## src/rtl/instr_pkg.sv

```systemverilog
// Shared instruction-slot definitions for the scheduler and the instruction decoder.
package instr_pkg;

  localparam int unsigned SLOT_W         = 32;
  localparam int unsigned SLOTS_PER_BEAT = 16;
  localparam int unsigned BEAT_W         = SLOT_W * SLOTS_PER_BEAT;

  localparam int unsigned BG_W   = 2;
  localparam int unsigned BANK_W = 2;
  localparam int unsigned ROW_W  = 17;

  localparam logic [2:0] OP_NOP = 3'd0;
  localparam logic [2:0] OP_PRE = 3'd1;
  localparam logic [2:0] OP_ACT = 3'd2;
  localparam logic [2:0] OP_RD  = 3'd3;
  localparam logic [2:0] OP_WR  = 3'd4;

  localparam int unsigned OP_LSB   = 0;
  localparam int unsigned BANK_LSB = 3;
  localparam int unsigned BG_LSB   = BANK_LSB + BANK_W;
  localparam int unsigned ADDR_LSB = BG_LSB + BG_W;

  // Pack one command into a slot; undefined opcodes become NOP, unused upper bits stay zero.
  function automatic logic [SLOT_W-1:0] encode_slot(
    input logic [2:0]        op,
    input logic [BG_W-1:0]   bg,
    input logic [BANK_W-1:0] bank,
    input logic [ROW_W-1:0]  addr
  );
    logic [SLOT_W-1:0] s;
    s = '0;
    case (op)
      OP_NOP, OP_PRE, OP_ACT, OP_RD, OP_WR: s[OP_LSB +: 3] = op;
      default:                              s[OP_LSB +: 3] = OP_NOP;
    endcase
    s[BANK_LSB +: BANK_W] = bank;
    s[BG_LSB +: BG_W]     = bg;
    s[ADDR_LSB +: ROW_W]  = addr;
    return s;
  endfunction

endpackage

```

## src/rtl/rr_arbiter.sv

```systemverilog
// Round-robin arbiter: search begins one past ptr and wraps.
// Ports: req (request vector), ptr (last winner), en (allow grant),
//        grant (one-hot, zero when !en), grant_idx (winner index, valid when |req).
module rr_arbiter #(
  parameter int unsigned NUM_REQ = 2,
  localparam int unsigned IDX_W  = (NUM_REQ > 1) ? $clog2(NUM_REQ) : 1
) (
  input  logic [NUM_REQ-1:0] req,
  input  logic [IDX_W-1:0]   ptr,
  input  logic               en,
  output logic [NUM_REQ-1:0] grant,
  output logic [IDX_W-1:0]   grant_idx
);

  logic        found;
  int unsigned idx;

  // First requester after ptr in circular order wins.
  always_comb begin
    grant     = '0;
    grant_idx = '0;
    found     = 1'b0;
    idx       = 0;
    for (int unsigned i = 1; i <= NUM_REQ; i++) begin
      idx = (32'(ptr) + i) % NUM_REQ;
      if (!found && req[idx]) begin
        found     = 1'b1;
        grant_idx = IDX_W'(idx);
      end
    end
    if (en && found) grant[grant_idx] = 1'b1;
  end

endmodule

```

## src/rtl/instr_scheduler.sv

```systemverilog
// Arbitrates DDR4 command requesters and packs commands into 512-bit AXI4-Stream beats
// (16 x 32-bit slots, slot 0 first), inserting per-command NOP gaps and padding
// partial beats on idle timeout or flush.
// Ports: clk, rst_n (async active-low); req_valid/req_ready per requester with packed
//        req_op/req_bg/req_bank/req_addr/req_gap fields; flush pulse;
//        M_AXIS_TDATA/TVALID/TREADY output stream; busy; beat_count (transfers, wraps).
module instr_scheduler
  import instr_pkg::*;
#(
  parameter int unsigned NUM_REQ       = 2,
  parameter int unsigned BG_WIDTH      = 2,
  parameter int unsigned BANK_WIDTH    = 2,
  parameter int unsigned COL_WIDTH     = 10,
  parameter int unsigned ROW_WIDTH     = 17,
  parameter int unsigned FLUSH_TIMEOUT = 16
) (
  input  logic                          clk,
  input  logic                          rst_n,
  input  logic [NUM_REQ-1:0]            req_valid,
  output logic [NUM_REQ-1:0]            req_ready,
  input  logic [3*NUM_REQ-1:0]          req_op,
  input  logic [BG_WIDTH*NUM_REQ-1:0]   req_bg,
  input  logic [BANK_WIDTH*NUM_REQ-1:0] req_bank,
  input  logic [ROW_WIDTH*NUM_REQ-1:0]  req_addr,
  input  logic [4*NUM_REQ-1:0]          req_gap,
  input  logic                          flush,
  output logic [BEAT_W-1:0]             M_AXIS_TDATA,
  output logic                          M_AXIS_TVALID,
  input  logic                          M_AXIS_TREADY,
  output logic                          busy,
  output logic [31:0]                   beat_count
);

  localparam int unsigned IDX_W  = (NUM_REQ > 1) ? $clog2(NUM_REQ) : 1;
  localparam int unsigned TMR_W  = $clog2(FLUSH_TIMEOUT + 1);
  localparam logic [3:0]  LAST_SLOT = 4'(SLOTS_PER_BEAT - 1);

  // Field widths must match the shared slot layout.
  if (BG_WIDTH != BG_W || BANK_WIDTH != BANK_W || ROW_WIDTH != ROW_W ||
      COL_WIDTH > ROW_WIDTH || FLUSH_TIMEOUT < 1) begin : g_param_check
    $error("instr_scheduler: unsupported parameter set");
  end

  logic [3:0]        slot_idx, slot_nxt;
  logic [3:0]        gap_cnt, gap_nxt;
  logic [IDX_W-1:0]  rr_ptr, rr_nxt;
  logic [TMR_W-1:0]  timer, timer_nxt;
  logic              flush_pend, pend_nxt;
  logic [BEAT_W-1:0] asm_q, asm_nxt, asm_wr;
  logic [BEAT_W-1:0] out_data, out_data_nxt;
  logic              out_valid, out_valid_nxt;
  logic [31:0]       beat_cnt_nxt;
  logic              busy_nxt;

  logic              can_commit, slot_write_ok, flush_req;
  logic              arb_en, do_write;
  logic [SLOT_W-1:0] slot_val, win_slot;
  logic [IDX_W-1:0]  gnt_idx;
  logic [2:0]        win_op;
  logic [3:0]        win_gap;
  logic [BG_WIDTH-1:0]   win_bg;
  logic [BANK_WIDTH-1:0] win_bank;
  logic [ROW_WIDTH-1:0]  win_addr;

  rr_arbiter #(.NUM_REQ(NUM_REQ)) u_arb (
    .req       (req_valid),
    .ptr       (rr_ptr),
    .en        (arb_en),
    .grant     (req_ready),
    .grant_idx (gnt_idx)
  );

  assign win_op   = req_op[gnt_idx*3 +: 3];
  assign win_gap  = req_gap[gnt_idx*4 +: 4];
  assign win_bg   = req_bg[gnt_idx*BG_WIDTH +: BG_WIDTH];
  assign win_bank = req_bank[gnt_idx*BANK_WIDTH +: BANK_WIDTH];
  assign win_addr = req_addr[gnt_idx*ROW_WIDTH +: ROW_WIDTH];
  assign win_slot = encode_slot(win_op, BG_W'(win_bg), BANK_W'(win_bank), ROW_W'(win_addr));

  assign can_commit    = !out_valid || M_AXIS_TREADY;
  assign slot_write_ok = (slot_idx != LAST_SLOT) || can_commit;
  // Flush only means anything with a partial beat; a pending one survives until committed.
  assign flush_req     = (slot_idx != 4'd0) &&
                         (flush_pend || flush || (timer == TMR_W'(FLUSH_TIMEOUT)));

  // Slot write / commit / handshake next-state.
  always_comb begin
    slot_nxt      = slot_idx;
    gap_nxt       = gap_cnt;
    rr_nxt        = rr_ptr;
    asm_nxt       = asm_q;
    asm_wr        = asm_q;
    out_data_nxt  = out_data;
    out_valid_nxt = out_valid;
    beat_cnt_nxt  = beat_count;
    arb_en        = 1'b0;
    do_write      = 1'b0;
    slot_val      = '0;
    pend_nxt      = flush_req;
    timer_nxt     = '0;

    if (slot_idx != 4'd0 && gap_cnt == 4'd0 && !(|req_valid)) timer_nxt = timer + 1'b1;

    if (out_valid && M_AXIS_TREADY) begin
      out_valid_nxt = 1'b0;
      beat_cnt_nxt  = beat_count + 32'd1;
    end

    // Gap NOPs first; a flush seen meanwhile stays pending through pend_nxt.
    if (gap_cnt != 4'd0) begin
      if (slot_write_ok) begin
        do_write = 1'b1;
        gap_nxt  = gap_cnt - 4'd1;
      end
    end else if (flush_req) begin
      timer_nxt = '0;
      if (can_commit) begin
        out_data_nxt  = asm_q;
        out_valid_nxt = 1'b1;
        asm_nxt       = '0;
        slot_nxt      = '0;
        pend_nxt      = 1'b0;
      end
    end else if ((|req_valid) && slot_write_ok && rst_n) begin
      arb_en   = 1'b1;
      do_write = 1'b1;
      slot_val = win_slot;
      gap_nxt  = win_gap;
      rr_nxt   = gnt_idx;
    end

    if (do_write) begin
      asm_wr[int'(slot_idx)*SLOT_W +: SLOT_W] = slot_val;
      if (slot_idx == LAST_SLOT) begin
        out_data_nxt  = asm_wr;
        out_valid_nxt = 1'b1;
        asm_nxt       = '0;
        slot_nxt      = '0;
      end else begin
        asm_nxt  = asm_wr;
        slot_nxt = slot_idx + 4'd1;
      end
    end

    busy_nxt = (slot_nxt != 4'd0) || out_valid_nxt || (gap_nxt != 4'd0);
  end

  // State and output registers.
  always_ff @(posedge clk or negedge rst_n) begin
    if (!rst_n) begin
      slot_idx   <= '0;
      gap_cnt    <= '0;
      rr_ptr     <= '0;
      timer      <= '0;
      flush_pend <= 1'b0;
      asm_q      <= '0;
      out_data   <= '0;
      out_valid  <= 1'b0;
      beat_count <= '0;
      busy       <= 1'b0;
    end else begin
      slot_idx   <= slot_nxt;
      gap_cnt    <= gap_nxt;
      rr_ptr     <= rr_nxt;
      timer      <= timer_nxt;
      flush_pend <= pend_nxt;
      asm_q      <= asm_nxt;
      out_data   <= out_data_nxt;
      out_valid  <= out_valid_nxt;
      beat_count <= beat_cnt_nxt;
      busy       <= busy_nxt;
    end
  end

  assign M_AXIS_TDATA  = out_data;
  assign M_AXIS_TVALID = out_valid;

endmodule

```

## config.mk

```make
export PLATFORM = sky130hd
export DESIGN_NAME = instr_scheduler
export DESIGN_NICKNAME = d
export VERILOG_FILES = /design/src/rtl/instr_pkg.sv /design/src/rtl/rr_arbiter.sv /design/src/rtl/instr_scheduler.sv
export SDC_FILE = /design/constraint.sdc
export NUM_CORES = 2
export LEC_CHECK = 0
export ABC_AREA = 1
export CORE_MARGIN = 3
export CORE_UTILIZATION = 50
export DETAILED_ROUTE_END_ITERATION = 8
export PLACE_DENSITY = 0.85
export SLEW_MARGIN = 20
export SYNTH_ARGS = -nofsm -noshare
export SYNTH_HDL_FRONTEND = slang
export SYNTH_HIERARCHICAL = 1
export SYNTH_SLANG_ARGS = --single-unit
```

## constraint.sdc

```tcl
create_clock -name clk -period 2.8 [get_ports clk]
set_input_delay 0.42 -clock clk [delete_from_list [all_inputs] [get_ports clk]]
set_output_delay 0.42 -clock clk [all_outputs]
set_load 0.01 [all_outputs]
```

# --- Yosys cells after proc, flatten, opt, wreduce, memory -nomap -nowiden ---
# Index checks and enable logic that the tools add are counted.
word_totals:
  out_inout_bits: 548
  n_memories: 0
  in_bits: 62
  mem_bits_ro: 0
  mem_bits_rw: 0
  regBits: 1073
  latch_bits: 0
classes:
  add_sub_neg: 7
  order_cmp: 4
  n_mul: 2
  muxes: 52
  n_div: 0
  shift: 7
  n_bitwise: 2
  eq_ne: 8
  n_reduce_logical: 30
op_table:
  columns: ["op", "count"]
  rows:
  - ["$mux W512", 10]
  - ["$bwmux W512", 1]
  - ["$shift A32 B34 Y512 const A", 1]
  - ["$shiftx A32 B34 Y512", 1]
  - ["$mux W24", 3]
  - ["$mux W4", 9]
  - ["$neg A9 Y34", 1]
  - ["$shiftx A34 B7 Y17", 1]
  - ["$add A32 B1 Y32 const B", 1]
  - ["$mux W1", 23]
  - ["$reduce_bool A4 Y1", 4]
  - ["$mux W5", 3]
  - ["$logic_and A1 B1 Y1", 9]
  - ["$shiftx A4 B3 Y2", 2]
  - ["$shiftx A8 B4 Y4", 1]
  - ["$eq A3 B2 Y1 const B", 2]
  - ["$logic_or A1 B1 Y1", 6]
  - ["$lt A1 B2 Y1 const B", 3]
  - ["$mul A1 B5 Y6 const B", 1]
  - ["$reduce_and A3 Y1", 2]
  - ["$shiftx A6 B4 Y3", 1]
  - ["$add A5 B1 Y5 const B", 1]
  - ["$eq A5 B5 Y1 const B", 1]
  - ["$reduce_or A5 Y1", 1]
  - ["other kinds (19)", 24]

# --- Longest topological paths before layout ---
logic_depth:
  ltp_word: 19
  mapped_depth: 17
  depth_no_buf: 15

# --- By module ---
# The synthesis kept the hierarchy.
by_module_without_submodules:
  columns: ["module", "cells_per_inst", "n_inst", "area_each_um2"]
  rows:
  - ["instr_scheduler", 6564, 1, 51403.0]
  - ["rr_arbiter", 8, 1, 36.3]

# --- Worst setup path before layout ---
# OpenSTA, ideal clock, no wires.
synth_timing:
  kind: "register -> register"
  startpoint: "register slot_idx[0]"
  endpoint: "register out_data[18] (netlist: M_AXIS_TDATA[18])"
  t_arrival_ns: 2.648
  setup_slack_ns: 0.039
  path_stages_with_launch: 16
  n_path_buf: 4
  setup_time_ns: 0.113
  cell_sequence: "dfrtp_1 -> buf_1 -> clkbuf_1 -> nor3_1 -> ha_1 -> buf_2 -> clkinv_2 -> o2111ai_1 -> nor2_4 -> inv_1 -> clkbuf_1 -> nand2_1 -> o21ai_1 -> nand2_1 -> nand2_1 -> inv_1"
synth_via:
  elab_chain_cells: 11
synth_rtl:
  columns: ["element", "line_no", "rtl"]
  rows:
  - ["start: declaration", "instr_scheduler.sv:44", "logic [3:0] slot_idx, slot_nxt;"]
  - ["start signal: assignment", "instr_scheduler.sv:162", "slot_idx <= slot_nxt;"]
  - ["$ne A4 B4 Y1", "instr_scheduler.sv:81", "assign slot_write_ok = (slot_idx != LAST_SLOT) || can_commit;"]
  - ["$logic_or A1 B1 Y1", "instr_scheduler.sv:81", null]
  - ["$logic_and A1 B1 Y1 (2 in a row)", "instr_scheduler.sv:124", "end else if ((|req_valid) && slot_write_ok && rst_n) begin"]
  - ["$mux W24", "instr_scheduler.sv:124", null]
  - ["$mux W24", "instr_scheduler.sv:115", "end else if (flush_req) begin"]
  - ["$mux W24", "instr_scheduler.sv:110", "if (gap_cnt != 4'd0) begin"]
  - ["$shiftx A32 B34 Y512", "instr_scheduler.sv:133", "asm_wr[int'(slot_idx)*SLOT_W +: SLOT_W] = slot_val;"]
  - ["$bwmux W512", "instr_scheduler.sv:133", null]
  - ["$mux W512", "instr_scheduler.sv:134", "if (slot_idx == LAST_SLOT) begin"]
  - ["$mux W512 (*)", "instr_scheduler.sv:132", "if (do_write) begin"]
  - ["net out_data_nxt[18]", "instr_scheduler.sv:50", "logic [BEAT_W-1:0] out_data, out_data_nxt;"]
  - ["end signal: assignment", "instr_scheduler.sv:168", "out_data <= out_data_nxt;"]
  - ["end: declaration", "instr_scheduler.sv:50", null]
# The timed path passes the listed nets; every way through them passes the cells marked *.
# A chain may end at the register's enable or synchronous reset.

# --- Final worst setup path ---
layout_timing:
  startpoint: "register gap_cnt[0]"
  endpoint: "register asm_q[123]"
layout_via:
  elab_chain_cells: 6
layout_rtl:
  columns: ["element", "line_no", "rtl"]
  rows:
  - ["start: declaration", "instr_scheduler.sv:45", "logic [3:0] gap_cnt, gap_nxt;"]
  - ["start signal: assignment", "instr_scheduler.sv:163", "gap_cnt <= gap_nxt;"]
  - ["$reduce_bool A4 Y1 (*)", "instr_scheduler.sv:110", null]
  - ["$mux W24", "instr_scheduler.sv:110", null]
  - ["$shiftx A32 B34 Y512", "instr_scheduler.sv:133", null]
  - ["$bwmux W512", "instr_scheduler.sv:133", null]
  - ["$mux W512", "instr_scheduler.sv:134", null]
  - ["$mux W512", "instr_scheduler.sv:132", null]
  - ["end signal: assignment", "instr_scheduler.sv:167", "asm_q <= asm_nxt;"]
  - ["end: declaration", "instr_scheduler.sv:49", "logic [BEAT_W-1:0] asm_q, asm_nxt, asm_wr;"]
# Every way passes the cells marked *; elsewhere a longest branch is shown, timed or not.

==> flow_metrics.tcl <==
set metrics [dict create \
    syn2layout_area_growth_pct 28.4 \
    status "complete, no violations" \
    ant_nets 0 \
    cts_tree "built" \
    layout_setup_ws_ps 48.6 \
    synth-edff-count 0 \
    min_period_ps 2750 \
    synth_area_um2 51400 \
    overflow 0 \
    p_comb_share_pct 48.6 \
    ys_seq_area_share_pct 52.2 \
    drive_above_1_share_pct 11.1 \
    layout_commonest_cell "nand2_1" \
    yosys.area_share.simple_pct 28.3 \
    n_antenna_cell 0 \
    regArea_um2 26900 \
    io_buffers 609 \
    power_switching_share_pct 42.5 \
    num-nets-final 7386 \
    final_cell_mix "1778 x nand2_1, 1071 x dfrtp_1, 872 x nand3_1" \
    synth_top_family_by_area "simple AND/OR/NAND/NOR gates" \
    hpwl_um 134000 \
    synth_compound_area_share_pct 9.49 \
    synth_area_per_cell_um2 7.83 \
    io_pins 610 \
    cp.required_ps 3430 \
    internal_power_mw 45.1 \
    async_flop_share_pct 100 \
    grt_pass1_wl_um 292000 \
    start_util_pct 50.5 \
    drc 0 \
    num_vias 50200 \
    synth_seq_cells 1073 \
    finClkSkew_ps 40.8 \
    tightest_slew_ps 1000 \
    critPathCaptureType "flip-flop" \
    finalSetupViolCount 0 \
    clockBufferDepth 3 \
    finalCritPeriodShare_pct 98.3 \
    synthAdderAreaFrac_pct 0.170 \
    wl_per_cell_um 21.9 \
    cellPowerDensity_nw_per_um2 1190 \
    cts-root-buf "clkbuf_16" \
    die_w_um 327 \
    rows 117 \
    clkPwrFrac_pct 19.9 \
    fill_cells 8179 \
    drv_slew 0 \
    yosys_warnings 6 \
    viasPerCell 5.72 \
    fmax_ghz 0.363 \
    cts_buffers 112 \
    seqPwrFrac_pct 31.5 \
    synth.net_count 6641 \
    p_sw_mw 33.4 \
    rr_startpoint "gap_cnt[0]" \
    crit_fanout 17 \
    reg2reg_slack_ps 50 \
    core_area_um2 102000 \
    start_kind "flip-flop" \
    first_pass_iters 6 \
    first_global_vias 48800 \
    synthDistinctLibCells 44 \
    die_area_um2 107000 \
    relSlewSlack_pct 33.0 \
    p_leak_nw 32.2 \
    clkTransAtPathRegs_ps 60 \
    worstPathArrival_ps 3380 \
    gp_congestion 0.936 \
    die_y_um 327 \
    cap_viol_max_count 0 \
    rr_worst_depth 13 \
    grt_max_degree 167 \
    dpl_worst_slack_ps -393 \
    min_path_type "in2async" \
    track_usage_pct 35.3 \
    grt_antenna_before_repair 2 \
    wirelength_um 193000 \
    ir_drop_mv 0.775 \
    reg2reg_to "asm_q[123]" \
    clk_latency_ps 720 \
    p_total_mw 78.5 \
    yosys-mux-area-fraction_pct 0 \
    synth_flop_cell "dfrtp_1" \
    synthXorXnorAreaFrac_pct 0.596 \
    critical_path_class "reg2reg" \
    hold_violations 0 \
    synth_cells 6572 \
    clkSinkCount 1073 \
    rsz0062_at_grt "yes" \
    multi_input_area_um2 20000 \
    drt_iter0_markers 5735 \
    cts.htree.levels 3 \
]
[layout make-up]
cell class,count,area share [%]
Tap cell,1368,2.59
Multi-Input combinational cell,4333,30.4
Clock inverter,47,0.809
Sequential cell,1073,40.7
Clock buffer,160,4.99
Inverter,766,4.43
Timing Repair Buffer,1031,16.2
[registers in the layout, summed over array words and instances (netlist names)]
signal,count
M_AXIS_TDATA,512
asm_q,512
beat_count,32
timer,5
gap_cnt,4
slot_idx,4
M_AXIS_TVALID,1
busy,1
flush_pend,1
rr_ptr,1
[worst max path at each step]
stage | from | end | slack, ps | cells past startpoint
finish | gap_cnt[0] | asm_q[123] | 50 | 13
global route | slot_idx[0] | M_AXIS_TDATA[431] | -10 | 15
CTS | slot_idx[0] | req_ready[0] | -6 | 11
detailed placement | req_valid[0] | M_AXIS_TDATA[46] | -390 | 17
global placement | req_valid[0] | M_AXIS_TDATA[174] | -340 | 17
floorplan | slot_idx[0] | M_AXIS_TDATA[18] | 40 | 15
[critical path, stage by stage, from the launching register on]
cell,delay [ps]
dfrtp_1,390
inv_1,130
ha_1,210
nand3_2,110
inv_1,140
buf_6,220
nand3_2,140
nand2_4,140
nand2_4,170
o21ai_0,480
buf_4,230
inv_1,40
buf_4,160
nor2_1,100
[kinds of logic (layout without fill, tap and decap cells)]
group / after synthesis / in the layout
and+or+nand+nor: 3413 / 3413
xor gates and xnor gates: 35 / 35
DFF: 1073 / 1073
AOI/OAI and AO/OA: 878 / 878
buffers and inverters: 1166 / 2004
adders and majority gates: 7 / 7
[timing repair]
action                     in CTS  in global routing
pin swaps                       3                  9
resized for setup              18                 25
hold buffers                    1                  0
setup endpoints to repair      87                299
hold endpoints to repair      123                  0
setup buffers                   4                  8
[metrics by stage]
stage	utilization [%]	std cells	area [µm²]	setup TNS, ps	hold WS (ps)
2_1_floorplan	-	6572	51400	0	124
3_3_place_gp	60.8	8558	62000	-101800	461
3_5_place_dp	60.8	8558	62000	-119320	465
4_1_cts	64.7	8770	65900	-5.91	381
5_1_grt	64.8	8778	66000	-24.5	391
6_report	64.8	8778	66000	0	374
[power groups by stage]
| stage | registers (mW) | logic (mW) | clock network [mW] |
|---|---|---|---|
| after floorplan | 24.9 | 19.0 | 0 |
| after global placement | 24.5 | 35.9 | 0 |
| after detailed placement | 24.7 | 37.1 | 0 |
| after CTS | 24.6 | 37.5 | 15.7 |
| after global routing | 25.2 | 41.4 | 16.3 |
| final | 24.8 | 38.1 | 15.6 |
[cell usage after synthesis (15+ instances only)]
cell type,number,area [µm²]
clkbuf_1,143,537
or2_1,15,93.8
dfrtp_1,1073,26900
o21ai_0,423,2120
nor3_1,17,85.1
inv_1,743,2790
buf_1,36,135
nor2_1,532,2000
o22ai_1,50,313
nand4_1,32,200
xor2_1,22,193
nand2_1,1785,6700
buf_4,19,143
buf_2,195,976
or2_2,115,719
nand3_1,877,4390
a21oi_1,176,881
o21ai_1,59,295
a31oi_1,15,93.8
o211ai_1,129,968
inv_2,19,71.3
[per-layer routing]
metal	global-route usage, %	routed length (µm)
met1	45.2	71200
met2	51.4	83000
met3	11.6	23400
met4	23.3	15000
met5	0	8
Note: power is estimated with default switching activity, not from simulation.
